<file path="src/rtl/if_pkg.sv">
// Shared types and constants for the instruction-fetch sequencer and its bench.
package if_pkg;

  typedef enum logic [1:0] {
    BOOT  = 2'd0,
    FETCH = 2'd1,
    HOLD  = 2'd2,
    DRAIN = 2'd3
  } state_t;

  localparam logic [31:0] PC_STEP   = 32'd4;
  localparam int          IF_ID_W   = 64;
  localparam logic [31:0] NOP_INSTR = 32'h0000_0013;

  // Instruction addresses are word aligned; low bits are dropped, not trapped.
  function automatic logic [31:0] align_pc(input logic [31:0] addr);
    return {addr[31:2], 2'b00};
  endfunction

endpackage

</file>
<file path="src/rtl/if_fetch_ctrl_if.sv">
// Instruction-memory port between the fetch sequencer (master) and memory (slave).
interface if_fetch_ctrl_if;

  // imem_req is held with a stable imem_addr until the cycle imem_ack=1; that
  // cycle completes the transfer and imem_rdata is sampled only then. imem_ack
  // may be a combinational function of imem_req in the same cycle.
  logic        imem_req;
  logic [31:0] imem_addr;
  logic        imem_ack;
  logic [31:0] imem_rdata;

  modport master (
    output imem_req,
    output imem_addr,
    input  imem_ack,
    input  imem_rdata
  );

  modport slave (
    input  imem_req,
    input  imem_addr,
    output imem_ack,
    output imem_rdata
  );

endinterface

</file>
<file path="src/rtl/if_hold_buf.sv">
// One-entry {pc, instr} skid register that parks a fetched word behind a decode stall.
module if_hold_buf
  import if_pkg::*;
(
  input  logic               clk,
  input  logic               reset,
  input  logic               load,
  input  logic               clear,
  input  logic [IF_ID_W-1:0] din,
  output logic [IF_ID_W-1:0] dout,
  output logic               valid
);

  logic [IF_ID_W-1:0] data_q, data_d;
  logic               valid_q, valid_d;

  always_comb begin
    data_d  = data_q;
    valid_d = valid_q;
    if (clear) begin
      valid_d = 1'b0;
    end else if (load) begin
      data_d  = din;
      valid_d = 1'b1;
    end
  end

  always_ff @(posedge clk or posedge reset) begin
    if (reset) begin
      data_q  <= '0;
      valid_q <= 1'b0;
    end else begin
      data_q  <= data_d;
      valid_q <= valid_d;
    end
  end

  assign dout  = data_q;
  assign valid = valid_q;

endmodule

</file>
<file path="src/rtl/if_fetch_ctrl.sv">
// Instruction-fetch sequencer: owns the PC, drives the imem port, and fills the
// IF/ID register while absorbing decode stalls and EX redirects.
module if_fetch_ctrl
  import if_pkg::*;
#(
  parameter logic [31:0] RESET_PC = 32'h0000_0000
) (
  input  logic                 clk,
  input  logic                 reset,
  if_fetch_ctrl_if.master      imem,
  input  logic                 stall,
  input  logic                 redirect,
  input  logic [31:0]          redirect_pc,
  output logic [IF_ID_W-1:0]   reg_if_id,
  output logic                 if_id_valid,
  output logic [31:0]          fetch_count,
  output state_t               dbg_state
);

  state_t              state_q, state_d;
  logic [31:0]         pc_q, pc_d;
  logic [31:0]         pend_q, pend_d;
  logic [IF_ID_W-1:0]  if_id_q, if_id_d;
  logic                valid_q, valid_d;
  logic [31:0]         count_q, count_d;

  logic                buf_load, buf_clear, buf_valid;
  logic [IF_ID_W-1:0]  buf_dout;
  logic                word_avail;
  logic [IF_ID_W-1:0]  word;
  logic [31:0]         target;

  if_hold_buf u_hold_buf (
    .clk   (clk),
    .reset (reset),
    .load  (buf_load),
    .clear (buf_clear),
    .din   ({pc_q, imem.imem_rdata}),
    .dout  (buf_dout),
    .valid (buf_valid)
  );

  assign target = align_pc(redirect_pc);

  // Sequencer: next state, PC, and which word (if any) is offered to IF/ID.
  always_comb begin
    state_d        = state_q;
    pc_d           = pc_q;
    pend_d         = pend_q;
    buf_load       = 1'b0;
    buf_clear      = 1'b0;
    word_avail     = 1'b0;
    word           = '0;
    imem.imem_req  = 1'b0;
    imem.imem_addr = pc_q;

    case (state_q)
      BOOT: begin
        state_d = FETCH;
        if (redirect) pc_d = target;
      end
      FETCH: begin
        imem.imem_req = 1'b1;
        if (imem.imem_ack) begin
          if (redirect) begin
            pc_d = target;
          end else begin
            pc_d = pc_q + PC_STEP;
            if (stall) begin
              buf_load = 1'b1;
              state_d  = HOLD;
            end else begin
              word_avail = 1'b1;
              word       = {pc_q, imem.imem_rdata};
            end
          end
        end else if (redirect) begin
          pend_d  = target;
          state_d = DRAIN;
        end
      end
      HOLD: begin
        if (redirect) begin
          buf_clear = 1'b1;
          pc_d      = target;
          state_d   = FETCH;
        end else if (!stall) begin
          word_avail = buf_valid;
          word       = buf_dout;
          buf_clear  = 1'b1;
          state_d    = FETCH;
        end
      end
      DRAIN: begin
        // The old request must complete before the target can be fetched.
        imem.imem_req = 1'b1;
        if (redirect) pend_d = target;
        if (imem.imem_ack) begin
          pc_d    = redirect ? target : pend_q;
          state_d = FETCH;
        end
      end
      default: state_d = BOOT;
    endcase
  end

  // IF/ID update: redirect beats stall, stall beats a new word.
  always_comb begin
    if_id_d = if_id_q;
    valid_d = valid_q;
    count_d = count_q;
    if (redirect) begin
      valid_d = 1'b0;
    end else if (!stall) begin
      if (word_avail) begin
        if_id_d = word;
        valid_d = 1'b1;
        count_d = count_q + 32'd1;
      end else begin
        valid_d = 1'b0;
      end
    end
  end

  always_ff @(posedge clk or posedge reset) begin
    if (reset) begin
      state_q <= BOOT;
      pc_q    <= RESET_PC;
      pend_q  <= RESET_PC;
      if_id_q <= '0;
      valid_q <= 1'b0;
      count_q <= '0;
    end else begin
      state_q <= state_d;
      pc_q    <= pc_d;
      pend_q  <= pend_d;
      if_id_q <= if_id_d;
      valid_q <= valid_d;
      count_q <= count_d;
    end
  end

  assign reg_if_id   = if_id_q;
  assign if_id_valid = valid_q;
  assign fetch_count = count_q;
  assign dbg_state   = state_q;

endmodule

</file>
<file path="src/flat_wrapper.sv">
// flat-port wrapper written by rule: the top's interface ports become plain ports
module if_fetch_ctrl_flat import if_pkg::*;
#(
  parameter logic [31:0] RESET_PC = 32'h0000_0000
)
  (clk, reset, stall, redirect, redirect_pc, reg_if_id, if_id_valid, fetch_count, dbg_state, imem_imem_req, imem_imem_addr, imem_imem_ack, imem_imem_rdata);
  if_fetch_ctrl_if imem_i ();
  input  logic clk;
  input  logic reset;
  input  logic stall;
  input  logic redirect;
  input  logic [31:0] redirect_pc;
  output logic [IF_ID_W-1:0] reg_if_id;
  output logic if_id_valid;
  output logic [31:0] fetch_count;
  output state_t dbg_state;
  output wire logic [$bits(imem_i.imem_req)-1:0] imem_imem_req;
  output wire logic [$bits(imem_i.imem_addr)-1:0] imem_imem_addr;
  input wire logic [$bits(imem_i.imem_ack)-1:0] imem_imem_ack;
  input wire logic [$bits(imem_i.imem_rdata)-1:0] imem_imem_rdata;
  assign imem_imem_req = imem_i.imem_req;
  assign imem_imem_addr = imem_i.imem_addr;
  assign imem_i.imem_ack = imem_imem_ack;
  assign imem_i.imem_rdata = imem_imem_rdata;
  if_fetch_ctrl #(.RESET_PC(RESET_PC)) u_core (.clk(clk), .reset(reset), .imem(imem_i), .stall(stall), .redirect(redirect), .redirect_pc(redirect_pc), .reg_if_id(reg_if_id), .if_id_valid(if_id_valid), .fetch_count(fetch_count), .dbg_state(dbg_state));
endmodule
</file>
<file path="config.mk">
export PLATFORM = sky130hd
export DESIGN_NAME = if_fetch_ctrl_flat
export DESIGN_NICKNAME = d
export VERILOG_FILES = /design/src/rtl/if_pkg.sv /design/src/rtl/if_fetch_ctrl_if.sv /design/src/rtl/if_hold_buf.sv /design/src/rtl/if_fetch_ctrl.sv /design/src/flat_wrapper.sv
export SDC_FILE = /design/constraint.sdc
export NUM_CORES = 1
export LEC_CHECK = 0
export BUFFER_PORTS_ARGS = -buffer_cell sky130_fd_sc_hd__buf_4
export CAP_MARGIN = 30
export CORE_UTILIZATION = 45
export CTS_BUF_LIST = sky130_fd_sc_hd__clkbuf_4 sky130_fd_sc_hd__clkbuf_8
export DETAILED_ROUTE_END_ITERATION = 12
export PLACE_DENSITY = 0.74
export SYNTH_ARGS = -nofsm -noshare
export SYNTH_HDL_FRONTEND = slang
export SYNTH_SLANG_ARGS = --single-unit
export TNS_END_PERCENT = 10
</file>
<file path="constraint.sdc">
create_clock -name clk -period 9.8 [get_ports clk]
set_input_delay 0.98 -clock clk [delete_from_list [all_inputs] [get_ports clk]]
set_output_delay 0.98 -clock clk [all_outputs]
set_load 0.005 [all_outputs]
</file>
=== Yosys cells after proc, flatten, opt, wreduce, memory -nomap -nowiden ===
Cells that the tools add are included.

* Logic and storage cells: 71
* Input bits: 69
* Output and inout port bits: 132
* Register bits: 228

* Add/subtract/negate cells: 2
* Muxes and demuxes: 36
* Reduce and logical (&&, ||, !) cells: 10
* Bitwise gates (word level): 3
* Equal/unequal tests: 12

{| class="wikitable"
|+ Operators by type and width
! kind !! number
|-
| $mux W32 || 6
|-
| $pmux W64 S2 || 1
|-
| $pmux W32 S3 || 1
|-
| $mux W64 || 1
|-
| $pmux W32 S2 || 1
|-
| $add A32 B1 Y32 const B || 1
|-
| $add A32 B3 Y32 const B || 1
|-
| $mux W1 || 17
|-
| $mux W2 || 7
|-
| $ne A3 B3 Y1 const B || 4
|-
| $pmux W2 S4 || 1
|-
| $ne A2 B2 Y1 const B || 3
|-
| $reduce_and A3 Y1 || 2
|-
| $reduce_and A5 Y1 || 1
|-
| $eq A2 B2 Y1 const B || 2
|-
| $ne A2 B1 Y1 const B || 2
|-
| $reduce_and A2 Y1 || 2
|-
| $reduce_bool A2 Y1 || 2
|-
| $reduce_or A2 Y1 || 2
|-
| $not A1 Y1 || 3
|-
| $eq A2 B1 Y1 const B || 1
|-
| $logic_not A2 Y1 || 1
|-
| $pmux W1 S2 || 1
|}

=== Longest topological paths before layout ===
Gate-level depths: netlist of the first run.

* Depth in word-level cells: 7
* Depth in mapped cells: 10
* Depth with buffers taken out: 7

=== By module ===
A second synthesis of the first run with hierarchy kept.

* Cells, all modules: 1016
* Area total of the unflattened synthesis: 11185.7 um2

{| class="wikitable"
|+ Modules (own cells, without submodules)
! module !! seq. area each (um2) !! area each (um2) !! cells an instance !! times used
|-
| if_fetch_ctrl || 4078.9 || 8448.1 || 876 || 1
|-
| if_hold_buf || 1626.6 || 2737.6 || 140 || 1
|}

=== Least setup slack after synthesis of the first run ===
OpenSTA, ideal clock, no wires.

* Path type: input to register
* From: input port redirect
* To: register u_core.count_q[27], in the netlist u_core.fetch_count[27]
* Required time: 9.721 ns
* Stages on the path: 6
* Path slack: 7.401 ns
* Arrival time: 2.320 ns
* Buffers on the path: 1
* Path through: buf_2 -> nand4bb_1 -> nor4_4 -> nand3_4 -> nor4_1 -> xor2_1

* Word-level cells in the longest chain between the ends: 4
* Elaborated cells between the ends (all ways): 6
* Classes of those cells: mux: 4; bitwise: 1; reduce/logical: 1

{| class="wikitable"
|+ Ends and longest elaborated chain
! item !! line !! text
|-
| from (decl) || flat_wrapper.sv:11 || <nowiki>input logic redirect;</nowiki>
|-
| $mux W1 || if_fetch_ctrl.sv:65 || <nowiki>if (redirect) begin</nowiki>
|-
| $mux W1 || if_fetch_ctrl.sv:64 || <nowiki>if (imem.imem_ack) begin</nowiki>
|-
| $pmux W1 S2 || if_fetch_ctrl.sv:57 || <nowiki>case (state_q)</nowiki>
|-
| $reduce_and A3 Y1 (no line) * || - ||
|-
| to (signal assigned) || if_fetch_ctrl.sv:139 || <nowiki>count_q <= count_d;</nowiki>
|-
| to (decl) || if_fetch_ctrl.sv:25 || <nowiki>logic [31:0] count_q, count_d;</nowiki>
|}

Every way passes the cells marked *; elsewhere a longest branch is shown, timed or not.
A chain may end at the register's enable or synchronous reset.

=== Worst setup path after layout of the first run ===
* From: register u_core.state_q[0], in the netlist u_core.dbg_state[0]
* To: register u_core.pc_q[15], in the netlist u_core.imem.imem_addr[15]

* Word-level cells in the longest chain between the ends: 4
* Elaborated cells between the ends (all ways): 10
* Classes of those cells: eq/ne: 6; mux: 1; reduce/logical: 3

{| class="wikitable"
|+ Ends and longest elaborated chain
! item !! line !! text
|-
| from (decl) || if_fetch_ctrl.sv:20 || <nowiki>state_t state_q, state_d;</nowiki>
|-
| from (signal assigned) || if_fetch_ctrl.sv:134 || <nowiki>state_q <= state_d;</nowiki>
|-
| $eq A2 B2 Y1 or $logic_not A2 Y1 (tied branches) || if_fetch_ctrl.sv:57 ||
|-
| $reduce_or A2 Y1 (no line) || - ||
|-
| $ne A2 B1 Y1 (no line) || - ||
|-
| $reduce_and A3 Y1 (no line) || - ||
|-
| to (signal assigned) || if_fetch_ctrl.sv:135 || <nowiki>pc_q <= pc_d;</nowiki>
|-
| to (decl) || if_fetch_ctrl.sv:21 || <nowiki>logic [31:0] pc_q, pc_d;</nowiki>
|}

Several ways; a longest one is shown, not always the timed one.

==> results by group, run 1 <==
Outcome
  – Status: finished, final reports clean

Critical path
  – Worst r2r src: u_core.dbg_state[0]$_DFFE_PP0P_
  – R2R Setup Slk: 6.52 ns
  – WP data required: 10.17 ns
  – Reg2Reg Capture Point: u_core.imem.imem_addr[15]$_DFFE_PP0P_
  – Crit-path leading delay family: compound AO/OA/AOI/OAI gates
  – Buf+Inv Stages, Crit Path: 1
  – CP startpoint kind: flop
  – CP Cell Sequence: inv_1 > ha_2 > nor2_1 > o22a_1 > a21o_1 > a221oi_1 > o21ai_0
  – Max Fanout on Critical Path: 33
  – Slowest Stage Delay on Critical Path: 0.66 ns
  – CP Capture Type: flop
  – Reg2reg path depth: 7
  – Slowest CP cell: ha_2
  – Critical path class: flop to flop
  – CP Data Arrival Time: 3.65 ns

Logic synthesis
  – Post-synth EDFFs: 0
  – Syn Inst Count: 959
  – Post-synthesis sequential area ratio: 54.52%
  – Syn Area/Cell: 10.91 µm²
  – Synth Net Count: 1034
  – Most used DFF post-synth: dfrtp_1
  – Yosys warns: 0
  – FF+latch count, synth: 228
  – Area of the mapped netlist: 10470 µm²
  – Netlist cell types: 55
  – Asr flop ratio synth: 100.0%

Cells and area
  – Final core occ: 56.94%
  – ANT cells: 0
  – Fraction of layout cells with a size suffix above 1: 32.44%
  – Commonest non-fill, non-tap cell in the layout: dfrtp_1
  – Most frequent cells in the layout: dfrtp_1, buf_4, nand2_1
  – Final net count: 1218
  – FF/Latch Area: 5705 µm²
  – Synth-to-layout area growth: 23.55%
  – # fillers: 1957
  – Area of the multi-input gates: 4469 µm²

Timing
  – Final Skew: 0.01756 ns
  – Final setup violation count: 0
  – Fmax achieved: 305.1 MHz
  – Final Hold Fails: 0
  – Max-slew headroom: 28.98%
  – Fin crit period: 3.277 ns
  – Final TNS setup: 0 ns
  – Final Cycle Share: 33.44%
  – RSZ-0062 raised after global routing: no
  – Worst Max-Slew Pin Slew: 1.065 ns
  – Max-slew violation count: 0

GRT
  – Gr ovfl total: 0
  – Most Crowded Layer GR: met2
  – Initial antenna violation count: 0
  – Vias in the first global route: 8104
  – GR Util met1: 32.58%
  – Global Route met3 Usage: 4.343%
  – Largest net degree at the start of global routing: 103
  – Total GRT Usage: 22.82%
  – GR Layer Usage met2: 35.12%
  – Global-route wire length before repair: 43600 µm

Detailed routing
  – TritonRoute pass-1 iters: 6
  – DRT iter0 DRCs: 531
  – Total wire length: 26880 µm
  – DRC Markers: 0
  – Vias per cell: 5.716
  – Wire per inst: 18.58 µm
  – Vias: 8271
  – ANT nets after route: 0

Clocking
  – Clk buf depth: 3
  – Clk Latency, worst-skew pair: 0.52 ns
  – Clk root buf: clkbuf_8
  – CTS clock-pin slew for the worst setup and hold paths: 0.07 ns
  – CTS tree: built
  – Depth of the CTS H-tree: 2
  – Num CTS Buffers: 39
  – CTS Sinks: 228
  – Post-CTS Setup Inserts: 0
  – PostCTS Resize Cnt: 0
  – Hold Buf Count CTS: 0

Floorplanning
  – DIE AREA: 23870 µm²
  – I/O pins: 201
  – CORE AREA: 22710 µm²
  – Row count: 55
  – Die height: 154.5 µm
  – Starting density of the core: 46.08%
  – Die width: 154.5 µm

Pwr
  – Int Pwr: 2.343 mW
  – Clk pwr share: 22.7%
  – Switching pwr: 1.250 mW
  – Comb power frac: 33.5%
  – Maximum vdd drop: 0.0001552 V
  – Sequential Power Share: 43.9%
  – Leakage power: 5.994 nW
  – Sw frac: 34.80%
  – Pwr per Cell Area: 277.9 nW/µm²

Job
  – Max_cap viols: 0

Min path
  – Hold Path Depth: 2
  – Worst hold path endpoint: u_core.reg_if_id[62]$_DFFE_PP0P_
  – Hold Startpoint: u_core.reg_if_id[62]$_DFFE_PP0P_
  – Hold/Removal Path Class: flop to flop

Placement
  – Detail Placement HPWL: 17750 µm
  – Gpl congestion: 0.8340
  – IO Port Bufs: 198
how the worst max path moves through the flow:
stage	cells after the start	slack, ns	start	to
global route	7	6.26	u_core.dbg_state[0]$_DFFE_PP0P_	u_core.imem.imem_addr[15]$_DFFE_PP0P_
global placement	6	6.40	imem_imem_ack	u_core.imem.imem_addr[31]$_DFFE_PP0P_
finish	7	6.52	u_core.dbg_state[0]$_DFFE_PP0P_	u_core.imem.imem_addr[15]$_DFFE_PP0P_
detailed placement	6	6.38	imem_imem_ack	u_core.imem.imem_addr[31]$_DFFE_PP0P_
CTS	7	6.54	u_core.dbg_state[0]$_DFFE_PP0P_	u_core.imem.imem_addr[15]$_DFFE_PP0P_
floorplan	1	2.57	reset	u_core.dbg_state[0]$_DFFE_PP0P_
registers in the layout, summed over array words and instances (netlist names):
| register | cells |
|---|---|
| u_core.dbg_state | 2 |
| u_core.fetch_count | 32 |
| u_core.if_id_valid | 1 |
| u_core.imem.imem_addr | 32 |
| u_core.pend_q | 32 |
| u_core.reg_if_id | 64 |
| u_core.u_hold_buf.dout | 64 |
| u_core.u_hold_buf.valid | 1 |
synthesized netlist by cell type, drive strengths merged (19+ instances only):
master,instances,area (µm²)
dfrtp,228,5705
mux2,90,1013
clkbuf,52,195.2
a22oi,72,540.5
xnor2,21,183.9
nor2,34,127.6
nand2,118,442.9
nand3,25,147.7
nor3,20,100.1
xor2,29,254.0
inv,19,71.32
o21ai,103,515.5
cells by family (layout without fill, tap and decap cells):
family,Yosys count,count (layout),share of synthesized area (%)
AOI/OAI and AO/OA,234,234,14.57
xor gates and xnor gates,50,50,4.185
adders and majority gates,6,6,0.7173
buffers and inverters,84,287,3.133
DFF,228,228,54.52
muxes,98,98,10.45
and+or+nand+nor,259,259,12.42
layer usage:
layer / vias up / share of wire [%]
li1: 3842 / -
met4: 0 / 2.5
met5: - / 0
met2: 306 / 45
met3: 55 / 6.7
met1: 4068 / 46
layout make-up:
cell class	count	share of cell area, %
Sequential cell	228	44.13
Clock inverter	3	0.1355
Tap cell	285	2.758
Clock buffer	57	5.390
Timing Repair Buffer	208	12.42
Inverter	19	0.6096
Multi-Input combinational cell	647	34.57
worst reg2reg max path: cells and delay by family, from the launching register on:
| family | cells | cell delay, ns |
|---|---|---|
| AO/OA/AOI/OAI | 4 | 1.49 |
| adder cells (fa/ha/maj) | 1 | 0.66 |
| buffers and inverters | 1 | 0.24 |
| flip-flops | 1 | 0.48 |
| AND/OR/NAND/NOR | 1 | 0.27 |
power by group through the flow:
stage	Sequential, mW	Combinational [mW]	Clock, mW
after floorplan	1.50	0.733	0
after global placement	1.56	1.16	0
after detailed placement	1.59	1.20	0
after CTS	1.57	1.21	0.837
after global routing	1.62	1.33	0.879
final	1.58	1.20	0.815
metrics by stage:
step / setup slack (ns) / cells / total power, mW / hold WS [ns] / area, µm²
after floorplan: 2.572 / 959 / 2.230 / 0.4502 / 10470
after global routing: 6.259 / 1447 / 3.828 / 0.4890 / 12930
after detailed placement: 6.383 / 1387 / 2.790 / 0.4681 / 12220
after global placement: 6.404 / 1384 / 2.724 / 0.4601 / 12150
final: 6.523 / 1447 / 3.593 / 0.4780 / 12930
after CTS: 6.540 / 1447 / 3.616 / 0.4751 / 12930
Note: power is estimated with default switching activity, not from simulation.
==> run 2: changes to the inputs <==
- ABC_AREA: not set -> 1
- PLACE_DENSITY: 0.74 -> 0.76
- clock period: 9.8 -> 3 ns (I/O delays scaled with it)
==> results by group, run 2 <==
Outcome
  – Status: finished, final reports clean

Logic synthesis
  – Most used DFF post-synth: dfrtp_1
  – Netlist cell types: 33 (-40%)
  – Syn Area/Cell: 7.695 µm² (-29%)
  – Compound-cell area share of the yosys netlist: 13.46% (-1.1 points)
  – Most frequent cell after synthesis: nand2_1
  – Post-synthesis sequential area ratio: 49.63% (-4.9 points)
  – Largest family of logic cells by synthesized area: simple AND/OR/NAND/NOR gates
  – Area leader, netlist: dfrtp_1
  – Post-synth EDFFs: 0 (unchanged)
  – Simple-gate portion of the synthesized area: 26.01% (+14 points)
  – Post-synth top cells: nand2_1, dfrtp_1, nor2_1
  – Area of the mapped netlist: 11500 µm² (+9.9%)
  – XOR/XNOR Fraction of Synth Area: 2.895% (-1.3 points)
  – Mux contribution to synthesized area: 0% (-10 points)
  – Synth Net Count: 1569 (+52%)
  – Most area-consuming cells after synthesis: dfrtp_1, nand2_1, nor2_1, o21ai_0, inv_1
  – Syn Inst Count: 1494 (+56%)
  – Yosys warns: 0 (unchanged)
  – Synth Area in Adders: 0.6530% (-0.064 points)
  – Yosys top cell area share: 49.63% (-4.9 points)
  – FF+latch count, synth: 228 (unchanged)
  – Asr flop ratio synth: 100.0% (unchanged)

GRT
  – Global-route wire length before repair: 53470 µm (+23%)
  – Initial antenna violation count: 1 (+1)
  – Largest net degree at the start of global routing: 67 (-35%)
  – Vias in the first global route: 10510 (+30%)
  – Gr ovfl total: 0 (unchanged)
  – Total GRT Usage: 25.54% (+2.7 points)

Pwr
  – Int Pwr: 8.682 mW (+270%)
  – Leakage power: 6.904 nW (+15%)
  – Comb power frac: 37.7% (+4.2 points)
  – Pwr per Cell Area: 994.7 nW/µm² (+260%)
  – Maximum vdd drop: 0.0005714 V (+270%)
  – Sw frac: 39.37% (+4.6 points)
  – Sequential Power Share: 39.8% (-4.1 points)
  – Clk pwr share: 22.5% (-0.2 points)
  – Switching pwr: 5.638 mW (+350%)

Timing
  – Final setup violation count: 0 (unchanged)
  – Max-slew headroom: 40.25% (+11 points)
  – Final Skew: 0.02810 ns (+0.01053 ns)
  – Max-slew violation count: 0 (unchanged)
  – Final Hold Fails: 0 (unchanged)
  – Fin crit period: 2.455 ns (-0.8224 ns)
  – Fmax achieved: 407.4 MHz (+34%)
  – Worst Max-Slew Pin Slew: 0.8944 ns (-0.1709 ns)
  – Final Cycle Share: 81.83% (+48 points)
  – RSZ-0062 raised after global routing: no
  – Final TNS setup: 0 ns (unchanged)

Critical path
  – WP data required: 3.41 ns (-6.76 ns)
  – Critical path class: flop to flop
  – Most used cell, CP: o21ai_0
  – Max Fanout on Critical Path: 35 (+6.1%)
  – CP startpoint kind: flop
  – CP Data Arrival Time: 2.87 ns (-0.78 ns)
  – Slowest CP cell: inv_2
  – Slowest Stage Delay on Critical Path: 0.50 ns (-0.16 ns)
  – CP Capture Type: flop
  – CP Cell Sequence: inv_1 > ha_1 > buf_4 > nand2_1 > o21ai_0 > nor2_1 > inv_2 > a31oi_1 > nand4_1 > o21ai_0

Detailed routing
  – Vias per cell: 5.290 (-7.5%)
  – DRC Markers: 0 (unchanged)
  – Total wire length: 32940 µm (+23%)
  – DRT iter0 DRCs: 847 (+60%)
  – Wire per inst: 16.02 µm (-14%)
  – TritonRoute pass-1 iters: 6 (unchanged)
  – ANT nets after route: 0 (unchanged)
  – Vias: 10881 (+32%)

Clocking
  – CTS clock-pin slew for the worst setup and hold paths: 0.06 ns (about the same)
  – Clk buf depth: 3 (unchanged)
  – Post-CTS Setup Inserts: 0 (unchanged)
  – PostCTS Resize Cnt: 0 (unchanged)
  – Hold Buf Count CTS: 15 (+15)
  – Num CTS Buffers: 41 (+5.1%)
  – Clk Latency, worst-skew pair: 0.55 ns (+0.03 ns)
  – CTS Sinks: 228 (unchanged)
  – CTS tree: built
  – Clk root buf: clkbuf_8
  – Depth of the CTS H-tree: 2 (unchanged)

Floorplanning
  – Row count: 58 (+5.5%)
  – CORE AREA: 25110 µm² (+11%)
  – Die height: 161.8 µm (+4.8%)
  – Starting density of the core: 45.78% (-0.30 points)
  – DIE AREA: 26190 µm² (+9.7%)
  – I/O pins: 201 (unchanged)
  – Die width: 161.8 µm (+4.8%)

Min path
  – Hold/Removal Path Class: input port to flop

Placement
  – Dpl cells: 1966 (+42%)
  – Detail Placement HPWL: 22450 µm (+26%)
  – IO Port Bufs: 198 (unchanged)
  – Gpl congestion: 0.9032 (+8.3%)

Cells and area
  – Most frequent cells in the layout: nand2_1, dfrtp_1, buf_4
  – Fraction of layout cells with a size suffix above 1: 18.83% (-14 points)
  – Synth-to-layout area growth: 25.24%
  – Final net count: 1769 (+45%)
  – Final cell count without fillers: 2057 (+42%)
  – Commonest non-fill, non-tap cell in the layout: nand2_1

Job
  – Max_cap viols: 0 (unchanged)
run 2: final timing paths:
check | from | end | slack [ns] | depth (start not counted)
max | u_core.dbg_state[1]$_DFFE_PP0P_ | u_core.imem.imem_addr[1]$_DFFE_PP0P_ | 0.55 | 10
min | imem_imem_rdata[31] | u_core.u_hold_buf.dout[31]$_DFFE_PP0P_ | 0.04 | 3
max reg2reg | u_core.dbg_state[1]$_DFFE_PP0P_ | u_core.imem.imem_addr[1]$_DFFE_PP0P_ | 0.55 | 10
min reg2reg | u_core.u_hold_buf.dout[18]$_DFFE_PP0P_ | u_core.u_hold_buf.dout[18]$_DFFE_PP0P_ | 0.47 | 2
max in group asynchronous | reset | u_core.fetch_count[4]$_DFFE_PP0P_ | 1.67 | 4
min in group asynchronous | reset | u_core.pend_q[1]$_DFFE_PP0P_ | 0.51 | 3
run 2: power groups by stage:
stage / clock network (mW) / registers [mW] / logic [mW]
2_1_floorplan: 0 / 5.35 / 3.20
3_3_place_gp: 0 / 5.66 / 5.20
3_5_place_dp: 0 / 5.72 / 5.36
4_1_cts: 3.28 / 5.67 / 5.41
5_1_grt: 3.43 / 5.87 / 6.09
6_report: 3.22 / 5.70 / 5.40
run 2: metrics by stage:
stage | area (µm²) | power [mW] | util (%) | setup slack, ns | hold WS, ns
6_report | 14400 | 14.32 | 57.34 | 0.5452 | 0.04465
5_1_grt | 14400 | 15.39 | 57.34 | 0.3600 | 0.02845
4_1_cts | 14400 | 14.36 | 57.33 | 0.5715 | 0.01286
3_5_place_dp | 13310 | 11.07 | 53.01 | 0.5899 | 0.4588
3_3_place_gp | 13310 | 10.86 | 53.01 | 0.6291 | 0.4531
2_1_floorplan | 11500 | 8.545 | - | -0.2800 | 0.4166
run 2: worst max-delay path: cells and delay by family, from the launching register on:
kind            cells  cell delay, ns
compound gates      3            0.37
buf+inv             3            1.00
simple gates        3            0.34
fa+ha+maj           1            0.18
flops               1            0.43
run 2: cell families (layout without fill, tap and decap cells):
| logic type | Yosys count | after routing |
|---|---|---|
| AOI/OAI and AO/OA | 258 | 258 |
| xor gates and xnor gates | 38 | 38 |
| adders and majority gates | 6 | 6 |
| buffers and inverters | 212 | 444 |
| DFF | 228 | 228 |
| other | 0 | 1 |
| and+or+nand+nor | 752 | 752 |
run 2: layout make-up:
cell class	instances	area, µm²
sequential	228	5705
clock inverter	6	66.31
tap	330	412.9
multi-input combinational	1054	4959
fill	2351	10710
timing repair buffer	238	1887
inverter	131	496.7
antenna	1	2.502
clock buffer	69	868.3
run 2: layer usage:
metal	global-route usage (%)	vias up	share of wire, %
met5	0	-	0
met4	9.005	0	2.4
met3	4.469	59	7.4
met2	41.12	430	46
met1	34.67	5156	44
li1	-	5236	-
